`src/rtl/pong_ball_engine.sv`:
```
// Ball physics, paddle/wall bounces, scoring and serve/hold/game-over sequencing for the Pong core.
// Optional `define SPEEDUP_EN: horizontal speed rises by one per paddle hit, up to 2*SPEED.
module pong_ball_engine #(
  parameter int H_ACTIVE       = 640,
  parameter int V_ACTIVE       = 480,
  parameter int BALL_SIZE      = 8,
  parameter int PADDLE_W       = 8,
  parameter int PADDLE_H       = 64,
  parameter int LEFT_PADDLE_X  = 16,
  parameter int RIGHT_PADDLE_X = 616,
  parameter int SPEED          = 2,
  parameter int HOLD_FRAMES    = 60,
  parameter int WIN_SCORE      = 9
) (
  input  logic       clk,
  input  logic       rst_n,
  input  logic       ena,
  input  logic       frame_tick,
  input  logic       serve,
  input  logic [9:0] left_paddle_y,
  input  logic [9:0] right_paddle_y,
  output logic [9:0] ball_x,
  output logic [9:0] ball_y,
  output logic [3:0] score_left,
  output logic [3:0] score_right,
  output logic       point_left,
  output logic       point_right,
  output logic       in_play,
  output logic       game_over
);

  typedef enum logic [1:0] {S_IDLE, S_PLAY, S_SCORED, S_OVER} state_t;

  localparam int SPD_W  = $clog2(2 * SPEED + 1);
  localparam int HOLD_W = $clog2(HOLD_FRAMES + 1);

  localparam logic [9:0]        X_CENTRE  = 10'((H_ACTIVE - BALL_SIZE) / 2);
  localparam logic [9:0]        Y_CENTRE  = 10'((V_ACTIVE - BALL_SIZE) / 2);
  localparam logic [10:0]       X_MAX     = 11'(H_ACTIVE - BALL_SIZE);
  localparam logic [10:0]       Y_MAX     = 11'(V_ACTIVE - BALL_SIZE);
  localparam logic [10:0]       FACE_R    = 11'(RIGHT_PADDLE_X - BALL_SIZE);
  localparam logic [10:0]       FACE_L    = 11'(LEFT_PADDLE_X + PADDLE_W);
  localparam logic [10:0]       SPD_Y     = 11'(SPEED);
  localparam logic [10:0]       BALL_E    = 11'(BALL_SIZE);
  localparam logic [10:0]       PAD_E     = 11'(PADDLE_H);
  localparam logic [3:0]        WIN       = 4'(WIN_SCORE);
  localparam logic [HOLD_W-1:0] HOLD_LAST = HOLD_W'(HOLD_FRAMES - 1);

  state_t            state, state_next;
  logic              dir_right, dir_down, scorer_left;
  logic [HOLD_W-1:0] hold_cnt;
  logic [SPD_W-1:0]  spd_x;
  logic              tick, srv;
  logic              in_play_d, game_over_d;

  // ena gates every event so a disabled engine sees neither ticks nor serves.
  assign tick = ena & frame_tick;
  assign srv  = ena & serve;

  logic [10:0] x_ext, y_ext, spd_ext, x_fwd, lpy_ext, rpy_ext;
  logic        ovl_l, ovl_r, hit_r, hit_l, miss_r, miss_l, y_flip;
  logic [9:0]  x_new, y_new;

  // Motion and collision decode; 11-bit arithmetic keeps position+speed from wrapping.
  always_comb begin
    // NOTE: every combinational output gets a default first so no path can infer a latch.
    x_new   = ball_x;
    y_new   = ball_y;
    y_flip  = 1'b0;
    x_ext   = {1'b0, ball_x};
    y_ext   = {1'b0, ball_y};
    lpy_ext = {1'b0, left_paddle_y};
    rpy_ext = {1'b0, right_paddle_y};
    spd_ext = 11'(spd_x);
    x_fwd   = x_ext + spd_ext;

    ovl_r  = (y_ext + BALL_E > rpy_ext) && (y_ext < rpy_ext + PAD_E);
    ovl_l  = (y_ext + BALL_E > lpy_ext) && (y_ext < lpy_ext + PAD_E);
    hit_r  = dir_right && (x_fwd >= FACE_R) && (x_ext <= FACE_R) && ovl_r;
    hit_l  = !dir_right && (x_ext <= FACE_L + spd_ext) && (x_ext >= FACE_L) && ovl_l;
    miss_r = dir_right && !hit_r && (x_fwd > X_MAX);
    miss_l = !dir_right && !hit_l && (x_ext < spd_ext);

    if (hit_r)          x_new = FACE_R[9:0];
    else if (hit_l)     x_new = FACE_L[9:0];
    else if (dir_right) x_new = x_fwd[9:0];
    else                x_new = 10'(x_ext - spd_ext);

    if (dir_down) begin
      if (y_ext + SPD_Y >= Y_MAX) begin
        y_new  = Y_MAX[9:0];
        y_flip = 1'b1;
      end else begin
        y_new = 10'(y_ext + SPD_Y);
      end
    end else if (y_ext < SPD_Y) begin
      y_new  = '0;
      y_flip = 1'b1;
    end else begin
      y_new = 10'(y_ext - SPD_Y);
    end
  end

  always_ff @(posedge clk or negedge rst_n) begin
    // NOTE: registers use non-blocking assignments so every flop samples pre-edge values.
    if (!rst_n) state <= S_IDLE;
    else        state <= state_next;
  end

  always_comb begin
    state_next = state;
    unique case (state)
      S_IDLE:   if (srv) state_next = S_PLAY;
      S_PLAY:   if (tick && (miss_r || miss_l)) state_next = S_SCORED;
      S_SCORED: if (tick && hold_cnt == HOLD_LAST)
                  state_next = ((scorer_left ? score_left : score_right) == WIN) ? S_OVER : S_IDLE;
      S_OVER:   if (srv) state_next = S_IDLE;
      default:  state_next = S_IDLE;
    endcase
  end

  always_comb begin
    in_play_d   = (state_next == S_PLAY);
    game_over_d = (state_next == S_OVER);
  end

  always_ff @(posedge clk or negedge rst_n) begin
    if (!rst_n) begin
      ball_x      <= X_CENTRE;
      ball_y      <= Y_CENTRE;
      score_left  <= '0;
      score_right <= '0;
      point_left  <= 1'b0;
      point_right <= 1'b0;
      in_play     <= 1'b0;
      game_over   <= 1'b0;
      dir_right   <= 1'b1;
      dir_down    <= 1'b1;
      scorer_left <= 1'b0;
      hold_cnt    <= '0;
    end else begin
      point_left  <= tick && (state == S_PLAY) && miss_r;
      point_right <= tick && (state == S_PLAY) && miss_l;
      in_play     <= in_play_d;
      game_over   <= game_over_d;
      case (state)
        S_PLAY: if (tick) begin
          // A point freezes the ball where it is and discards the vertical step.
          if (miss_r) begin
            if (score_left != WIN) score_left <= score_left + 4'd1;
            scorer_left <= 1'b1;
            dir_right   <= 1'b0;
            hold_cnt    <= '0;
          end else if (miss_l) begin
            if (score_right != WIN) score_right <= score_right + 4'd1;
            scorer_left <= 1'b0;
            dir_right   <= 1'b1;
            hold_cnt    <= '0;
          end else begin
            ball_x <= x_new;
            ball_y <= y_new;
            if (hit_r || hit_l) dir_right <= ~dir_right;
            if (y_flip)         dir_down  <= ~dir_down;
          end
        end
        S_SCORED: if (tick) begin
          if (hold_cnt == HOLD_LAST) begin
            hold_cnt <= '0;
            ball_x   <= X_CENTRE;
            ball_y   <= Y_CENTRE;
          end else begin
            hold_cnt <= hold_cnt + 1'b1;
          end
        end
        S_OVER: if (srv) begin
          score_left  <= '0;
          score_right <= '0;
        end
        default: ;
      endcase
    end
  end

`ifdef SPEEDUP_EN
  always_ff @(posedge clk or negedge rst_n) begin
    if (!rst_n)
      spd_x <= SPD_W'(SPEED);
    else if (srv && (state == S_IDLE || state == S_OVER))
      spd_x <= SPD_W'(SPEED);
    else if (tick && (state == S_PLAY) && (hit_r || hit_l) && (spd_x != SPD_W'(2 * SPEED)))
      spd_x <= spd_x + 1'b1;
  end
`else
  assign spd_x = SPD_W'(SPEED);
`endif

endmodule
```
`config.mk`:
```
export PLATFORM = sky130hd
export DESIGN_NAME = pong_ball_engine
export DESIGN_NICKNAME = d
export VERILOG_FILES = /design/src/rtl/pong_ball_engine.sv
export SDC_FILE = /design/constraint.sdc
export NUM_CORES = 1
export LEC_CHECK = 0
export CAP_MARGIN = 0
export CORE_MARGIN = 8
export CORE_UTILIZATION = 60
export DETAILED_ROUTE_END_ITERATION = 12
export GPL_TIMING_DRIVEN = 0
export PLACE_DENSITY = 0.86
export SLEW_MARGIN = 25
export SYNTH_ARGS = -nofsm -noshare
export SYNTH_HDL_FRONTEND = slang
export SYNTH_SLANG_ARGS = --single-unit
```
`constraint.sdc`:
```
create_clock -name clk -period 5.5 [get_ports clk]
set_input_delay 1.1 -clock clk [delete_from_list [all_inputs] [get_ports clk]]
set_output_delay 1.1 -clock clk [all_outputs]
set_load 0.01 [all_outputs]
```
### Word level (Yosys, flattened, before mapping)

Index checks and enable logic that the tools add are counted.

| storage, ports and cells | value |
|---|---|
| register bits | 43 |
| input port bits | 25 |
| output and inout bits | 32 |
| logic and storage cells | 144 |

| operators by class | value |
|---|---|
| add/sub/neg operators | 10 |
| magnitude comparators | 12 |
| equality and inequality tests | 20 |
| multiplexer cells | 49 |
| bitwise operators | 6 |
| reductions and logical operators | 34 |

Operators by type and width:

| cell | number |
|---|---|
| $mux W10 | 16 |
| $pmux W10 S2 | 2 |
| $mux W4 | 9 |
| $mux W6 | 5 |
| $add A10 B2 Y11 const B | 2 |
| $add A10 B7 Y11 const B | 2 |
| $gt A11 B10 Y1 | 2 |
| $lt A10 B11 Y1 | 2 |
| $lt A10 B2 Y1 const B | 2 |
| $sub A10 B2 Y10 const B | 2 |
| $logic_and A1 B1 Y1 | 17 |
| $ne A2 B2 Y1 const B | 8 |
| $pmux W4 S2 | 2 |
| $pmux W6 S2 | 1 |
| $reduce_and A6 Y1 | 2 |
| $add A10 B4 Y11 const B | 1 |
| $ge A11 B10 Y1 const B | 1 |
| $ge A11 B9 Y1 const B | 1 |
| $gt A11 B10 Y1 const B | 1 |
| $ge A10 B5 Y1 const B | 1 |
| $le A10 B10 Y1 const B | 1 |
| $le A10 B5 Y1 const B | 1 |
| $mux W2 | 5 |
| $reduce_and A5 Y1 | 2 |
| other kinds (20) | 43 |

### Depth between registers and ports, before layout

Gate-level depths: netlist (run 1).

| logic depth | value |
|---|---|
| word-level depth | 13 |
| gate-level depth with buffers | 15 |
| gate-level depth less buffers | 12 |

### Least setup slack after synthesis (run 1)

No wires, ideal clock.

| timing path | value |
|---|---|
| path type | reg-to-reg |
| from | reg ball_y[5] |
| to | reg ball_x[3] |
| library setup time | 0.098 ns |
| arrival time | 3.508 ns |
| required time | 5.402 ns |
| slack | 1.894 ns |
| cell stages (with the launch flop) | 15 |
| buffers on the path | 2 |
| period minus slack after synthesis | 3.606 ns |
| path through | dfstp_2 > clkbuf_1 > clkbuf_1 > nand3_1 > nor3_1 > xnor2_1 > ha_1 > o21ai_0 > nor2_1 > o32ai_1 > o21ai_0 > a2111oi_4 > nor3_2 > a31o_1 > a221oi_1 |

| on the way | value |
|---|---|
| cells in the longest elaborated chain, start to end | 10 |
| elaborated cells between the ends (all ways) | 24 |
| those cells by class | add/sub (1); order compare (4); eq/ne (2); mux (6); reduce/logical (11) |

RTL lines:

| element | line | text |
|---|---|---|
| start, declared | 23 | `output logic [9:0] ball_y,` |
| start signal, assigned | 161 | `ball_y <= y_new;` |
| $add A10 B4 Y11 | 77, 78 |  |
| $gt A11 B10 Y1 | 78 | `ovl_l = (y_ext + BALL_E > lpy_ext) && (y_ext < lpy_ext + PAD_E);` |
| $logic_and A1 B1 Y1 | 78 |  |
| $logic_and A1 B1 Y1 | 80 | `hit_l = !dir_right && (x_ext <= FACE_L + spd_ext) && (x_ext >= FACE_L) && ovl_l;` |
| $mux W10 | 85 | `else if (hit_l) x_new = FACE_L[9:0];` |
| $mux W10 | 84 | `if (hit_r) x_new = FACE_R[9:0];` |
| $mux W10 | 154 | `end else if (miss_l) begin` |
| $mux W10 | 149 | `if (miss_r) begin` |
| $mux W10 | 147 | `S_PLAY: if (tick) begin` |
| $pmux W10 S2 | 146 | `case (state)` |
| end signal, assigned | 160 | `ball_x <= x_new;` |
| end, declared | 22 | `output logic [9:0] ball_x,` |

Parallel ways exist; a longest one is shown, timed or not. The select of a mux whose other input is x is not followed.
A chain may end at the register's enable or synchronous reset.

### Worst setup path after layout (run 1)

| timing path | value |
|---|---|
| from | reg ball_y[5] |
| to | reg ball_y[7] |

| on the way | value |
|---|---|
| cells in the longest elaborated chain, start to end | 9 |
| elaborated cells between the ends (all ways) | 29 |
| those cells by class | add/sub (3); order compare (6); eq/ne (2); mux (7); reduce/logical (11) |

RTL lines:

| element |
|---|
| parallel branches: the longest is 9 deep, another holds $add A10 B2 Y11 |

Several ways; the timed one is not identified. The select of a mux whose other input is x is not followed.

==> results.md, run 1 <==
* Main synth FF type: dfrtp_1
* Synth-to-layout area growth at 20.5%
* Pin count of the biggest net entering global routing at 27
* Critical path endpoint category: flop
* Fin crit period at 4.64 ns
* Die area at 0.00943 mm2
* Slowest library cell on the worst path: o31ai_2
* Clock Latency Late Sink at 0.31 ns
* Setup TNS at 0 ns
* Register bit total from synthesis at 41
* Top delay family on crit path: compound AO/OA/AOI/OAI gates
* Initial Util at 62.2%
* # IOs at 57
* Final core utilization at 75.0%
* MaxCap Viol Count at 0
* Adder-Cell Fraction of Synth Area at 14.9%
* Clk sink count at 41
* Post-Synthesis Cells at 489
* Post-Route Skew at 0.0138 ns
* Post-synthesis cell area at 0.00395 mm2
* Most common cell after layout, fill and taps aside: clkdlybuf4s50_1
* Status: complete, no violations
* Main combinational cell family by area after synthesis: simple AND/OR/NAND/NOR gates
* Sequential area share after synthesis at 26.4%
* Worst path arrival time at 4.86 ns
* 1st-pass router iterations at 5
* Syn avg cell area at 8.08 um2
* WL per Instance at 17.6 um
* Worst EP required at 5.72 ns
* N_diodes at 0
* Die width at 97.1 um
* Crit path max fanout at 10
* Post-CTS sizing at 0
* Via count of the first global-routing pass at 3952
* Crit path buf inv count at 3
* Fin. max-slew vios at 0
* HPWL after DPL at 8370 um
* Final ANT Viol Nets at 0
* Row count at 29
* RePlAce Congestion at 0.976
* Crit-path cells: clkbuf_1 > clkbuf_1 > nand3_1 > nor3_1 > xnor2_1 > ha_1 > o21ai_0 > nor2_1 > o32ai_1 > o21ai_0 > a2111oi_4 > o31ai_2 > buf_2 > nor2_1 > a31oi_1
* Num CTS Buffers at 5
* Root buf cell: clkbuf_8
* DR vias/cell at 6.45
* Layout cells sized above 1 at 7.59%
* Reg clk slew, reported paths at 0.09 ns
* Height of the die at 97.1 um
* First-pass GRT wire length at 18300 um
* Slowest stage delay, CP at 0.68 ns
* Worst min-delay path class: flop to flop
* Tot GR Track Use at 22.7%
* Kind of critical path: flop to flop
* Power, Total at 1.50 mW
* Rel. slew slack at 51.6%
* Synth unique cells at 65
* Most frequent cells in the layout: 53 x clkdlybuf4s50_1, 47 x ha_1, 38 x nand2_1
* Worst Hold Depth at 1
* Hold-fix buffers, CTS at 0
* Post-CTS Setup Bufs at 0
* Post-synth EDFFs at 0
* Worst setup margin at 0.857 ns
* Final setup violating endpoints at 0
* Drc violations at 0
* Clk buf depth at 2
* Max IR drop VDD at 0.251 mV
* Tcrit/Tclk final at 84.4%
* Final hold vios at 0
* Port Buf Inserts at 54
* Post-synthesis mux area share at 2.41%
* Synth warnings at 0
* Final wirelength at 11100 um
* Dpl ws at 0.666 ns
* Final nets at 624
* Pleak at 2.05 nW
* Vias at 4065
* DRT iter0 DRCs at 344
* RSZ-0062 raised after global routing: false
* TritonCTS clock tree: done
* H-tree level count at 2
* PwrDens at 316 mW/mm2
* Core Region at 0.00635 mm2
* Initial antenna violation count at 0
* Ys async rst share at 100%
* Slew of the pin with the lowest slew margin at 0.721 ns
* CP Depth at 15
* Critical Path Source Type: flop
* Post-synthesis compound-gate area fraction at 20.9%
* Synth Area in XOR/XNOR at 5.10%
* Max Clk Rate at 215 MHz
* Post-Synth Simple-Gate Area at 24.4%
* Reg2reg path depth at 15
* Global route total overflow at 0
==> stage by stage <==
stage,area (um2),hold WS [ns],cells
6_report,4760,0.551,630
5_1_grt,4760,0.561,630
4_1_cts,4750,0.543,630
3_5_place_dp,4610,0.526,622
3_3_place_gp,4590,0.500,621
2_1_floorplan,3950,0.467,490
==> cells in the mapped netlist, drive strengths merged (5+ instances only) <==
cell type  number  area [um2]
nor4            5        31.3
ha             47         588
inv            35         131
or3             8        50.1
a21o            7        52.6
o21a            5        37.5
dfrtp          29         726
nand2          38         143
xor2            6        52.6
nand3          26         130
a21oi          29         145
xnor2          17         149
nor2b          11        68.8
clkbuf         14        53.8
buf             7        38.8
a211oi          7        52.6
dfstp          12         315
mux2i           5        50.1
nand4          12        75.1
o21ai          34         170
and3            6        37.5
nor3           17        90.1
and2            5        31.3
nor2           37         139
nand2b          8        50.1
==> registers in the layout, summed over array words and instances (netlist names) <==
| register | flops |
|---|---|
| dir_down | 1 |
| state | 2 |
| point_left | 1 |
| score_right | 4 |
| point_right | 1 |
| in_play | 1 |
| scorer_left | 1 |
| ball_y | 9 |
| ball_x | 9 |
| game_over | 1 |
| dir_right | 1 |
| score_left | 4 |
| hold_cnt | 6 |
==> power by group <==
group          internal, mW  switching [mW]  total, mW
sequential            0.355          0.0683      0.424
clock                 0.183           0.121      0.303
combinational         0.345           0.433      0.778
==> final cells by class <==
| type | count | area [um2] |
|---|---|---|
| buffer | 21 | 92.6 |
| clock buffer | 5 | 68.8 |
| clock inverter | 3 | 68.8 |
| fill | 471 | 1590 |
| inverter | 36 | 135 |
| multi-input combinational | 392 | 2690 |
| sequential | 41 | 1040 |
| tap | 77 | 96.3 |
| timing repair buffer | 55 | 563 |
==> metal layers <==
layer  up-vias  track usage [%]  wire (um)
met5         -                0          0
met3        37             4.91        840
met2       220             39.9       5450
met4         0             8.52        268
met1      1913             26.2       4520
li1       1895                -          -
==> cell families after synthesis <==
kind of cell               count (synthesis)
AOI/OAI and AO/OA                        124
xor gates and xnor gates                  23
adders and majority gates                 47
buffers and inverters                     57
DFF                                       41
muxes                                      9
other                                      1
and+or+nand+nor                          187
==> path summary, 6_finish.rpt <==
path                                  start          end  slack [ns]
worst max-delay path              ball_y[5]    ball_y[7]        0.86
worst min-delay path            hold_cnt[1]  hold_cnt[1]        0.55
worst max register to register    ball_y[5]    ball_y[7]        0.86
worst min register to register  hold_cnt[1]  hold_cnt[1]        0.55
max in group asynchronous             rst_n    ball_x[3]        4.10
min in group asynchronous             rst_n    ball_x[1]        0.80
Power figures use the tool's default switching activity.
==> run 2, diff against run 1 <==
--- a/config.mk
+++ b/config.mk
@@ -7,10 +7,10 @@
 export LEC_CHECK = 0
 export CAP_MARGIN = 0
 export CORE_MARGIN = 8
-export CORE_UTILIZATION = 60
+export CORE_UTILIZATION = 56
 export DETAILED_ROUTE_END_ITERATION = 12
 export GPL_TIMING_DRIVEN = 0
-export PLACE_DENSITY = 0.86
+export PLACE_DENSITY = 0.81
 export SLEW_MARGIN = 25
 export SYNTH_ARGS = -nofsm -noshare
 export SYNTH_HDL_FRONTEND = slang
==> constraint.sdc (replaced) <==
create_clock -name clk -period 4.45 [get_ports clk]
set_input_delay 0.89 -clock clk [delete_from_list [all_inputs] [get_ports clk]]
set_output_delay 0.89 -clock clk [all_outputs]
set_load 0.01 [all_outputs]
==> results.md, run 2 (synthesis gave the netlist of run 1 again) <==
* Status: complete, no violations
* Most common cell after layout, fill and taps aside: clkdlybuf4s50_1
* Clock power frac at 15.2%
* Initial Util at 58.1%
* R2R Path Start: ball_y[5]
* Comb pwr share at 54.6%
* Crit-path cells: clkbuf_1 > clkbuf_2 > nand3_1 > nor3_1 > xnor2_1 > ha_1 > o21ai_0 > nor2_1 > o32ai_1 > o21ai_0 > a2111oi_4 > buf_4 > nor3_2 > nor3b_1 > a211o_1
* Core Region at 0.00679 mm2
* TritonCTS clock tree: done
* Kind of critical path: flop to flop
* Reg2reg path depth at 15
* Terminus of the critical flop-to-flop path: ball_x[9]
* RSZ-0062 raised after global routing: false
* Reg area at 0.00104 mm2
* Sw Ratio at 43.3%
* Tot GR Track Use at 21.8%
* Slowest stage delay, CP at 0.58 ns
* Crit path to: ball_x[9]
* Pleak at 2.04 nW
* Synth-to-layout area growth at 20.7%
* Final wirelength at 11000 um
* GR Util met2 at 36.3%
* Die area at 0.00999 mm2
* Via count of the first global-routing pass at 3869
* Max IR drop VDD at 0.256 mV
* Drc violations at 0
* Clk buf depth at 2
* Largest registers: ball_x x9, ball_y x9, hold_cnt x6
* DRT iter0 DRCs at 248
* MaxCap Viol Count at 0
* Critical Path Source Type: flop
* Busiest grt layer: met2
* Post-place instance area at 0.00464 mm2
* HPWL after DPL at 8420 um
* Hold-fix buffers, CTS at 0
* Crit path max fanout at 10
* FF-to-FF setup slack at 0.26 ns
* # fillers at 567
* Met3 Track Usage GR at 5.33%
* Root buf cell: clkbuf_8
* Post-Route Skew at 0.0108 ns
* Worst path arrival time at 4.38 ns
* Fin. max-slew vios at 0
* Final ANT Viol Nets at 0
* Worst EP required at 4.64 ns
* Flop pwr share at 30.2%
* Worst setup margin at 0.261 ns
* # IOs at 57
* Global route total overflow at 0
* Final nets at 626
* Layout cells sized above 1 at 7.93%
* Initial antenna violation count at 0
* First-pass GRT wire length at 18100 um
* Final hold vios at 0
* N_diodes at 0
* Internal at 0.990 mW
* Row count at 30
* Pin count of the biggest net entering global routing at 23
* Height of the die at 100 um
* Slowest library cell on the worst path: nor3_2
* Multi-input gate area at 0.00270 mm2
* Most frequent cells in the layout: 53 x clkdlybuf4s50_1, 47 x ha_1, 38 x nand2_1
* Rel. slew slack at 48.0%
* Worst min-delay path class: input pin to async pin
* Fin crit period at 4.19 ns
* CP Launch Point: ball_y[5]
* Dpl ws at -0.249 ns
* Slew of the pin with the lowest slew margin at 0.776 ns
* Clock Latency Late Sink at 0.31 ns
* H-tree level count at 2
* Num CTS Buffers at 5
* PwrDens at 367 mW/mm2
* WL per Instance at 16.9 um
* Reg clk slew, reported paths at 0.09 ns
* Max Clk Rate at 239 MHz
* Fin area at 0.00476 mm2
* Tcrit/Tclk final at 94.1%
* Grt met1 use at 25.8%
* Critical path endpoint category: flop
* Port Buf Inserts at 54
* Final setup violating endpoints at 0
* Clk sink count at 41
* NetSw at 0.757 mW
* Vias at 3966
* Most used cell, CP: o21ai_0
* DR vias/cell at 6.09
* RePlAce Congestion at 0.923
* 1st-pass router iterations at 5
* Die width at 100 um
run 2: layout make-up:
cell class / count / area share [%]
buffer: 21 / 1.97
clock buffer: 7 / 1.81
clock inverter: 1 / 0.158
inverter: 36 / 2.84
multi-input combinational: 392 / 56.7
sequential: 41 / 21.8
tap: 96 / 2.52
timing repair buffer: 57 / 12.1
run 2: repair_timing:
| action | in CTS | in global routing |
|---|---|---|
| endpoints found under the hold margin | 0 | 0 |
| gates resized for setup | 1 | 3 |
| setup endpoints to repair | 12 | 31 |
| pin swaps | 0 | 1 |
| buffers inserted | 0 | 2 |
run 2: worst min path at each step:
stage / slack, ns / to / cells past startpoint / start
final: 0.54 / ball_y[9] / 1 / rst_n
after global routing: 0.54 / scorer_left / 1 / scorer_left
after CTS: 0.54 / scorer_left / 1 / scorer_left
after detailed placement: 0.52 / scorer_left / 1 / scorer_left
after global placement: 0.50 / scorer_left / 1 / scorer_left
after floorplan: 0.47 / scorer_left / 1 / scorer_left
run 2: critical path: cells and delay by family, from the launching register on:
family | cells | cell delay, ns
and+or+nand+nor | 5 | 1.15
AOI/OAI and AO/OA | 5 | 0.99
buffers and inverters | 3 | 0.83
DFF | 1 | 0.57
adders and majority gates | 1 | 0.36
xor gates and xnor gates | 1 | 0.17
run 2: metrics by stage:
step	setup TNS [ns]	hold slack [ns]	power, mW	std cells	util (%)
final	0	0.538	1.75	651	70.1
after detailed placement	-1.97	0.517	1.47	641	68.2
after global routing	0	0.544	1.88	651	70.1
after global placement	-1.14	0.504	1.43	640	67.9
after CTS	-0.00640	0.536	1.74	649	69.7
after floorplan	0	0.467	1.15	490	-
run 2: power groups by stage:
| stage | clock (mW) | combinational (mW) | sequential [mW] |
|---|---|---|---|
| final | 0.265 | 0.953 | 0.528 |
| after global routing | 0.287 | 1.06 | 0.537 |
| after detailed placement | 0 | 0.936 | 0.534 |
| after floorplan | 0 | 0.626 | 0.524 |
| after CTS | 0.269 | 0.941 | 0.527 |
| after global placement | 0 | 0.902 | 0.532 |
run 2: layer usage:
metal  vias to the layer above  share of wire [%]
li1                       1898                  -
met1                      1902                 44
met3                        26                5.3
met2                       140                 48
met5                         -                  0
met4                         0                2.4
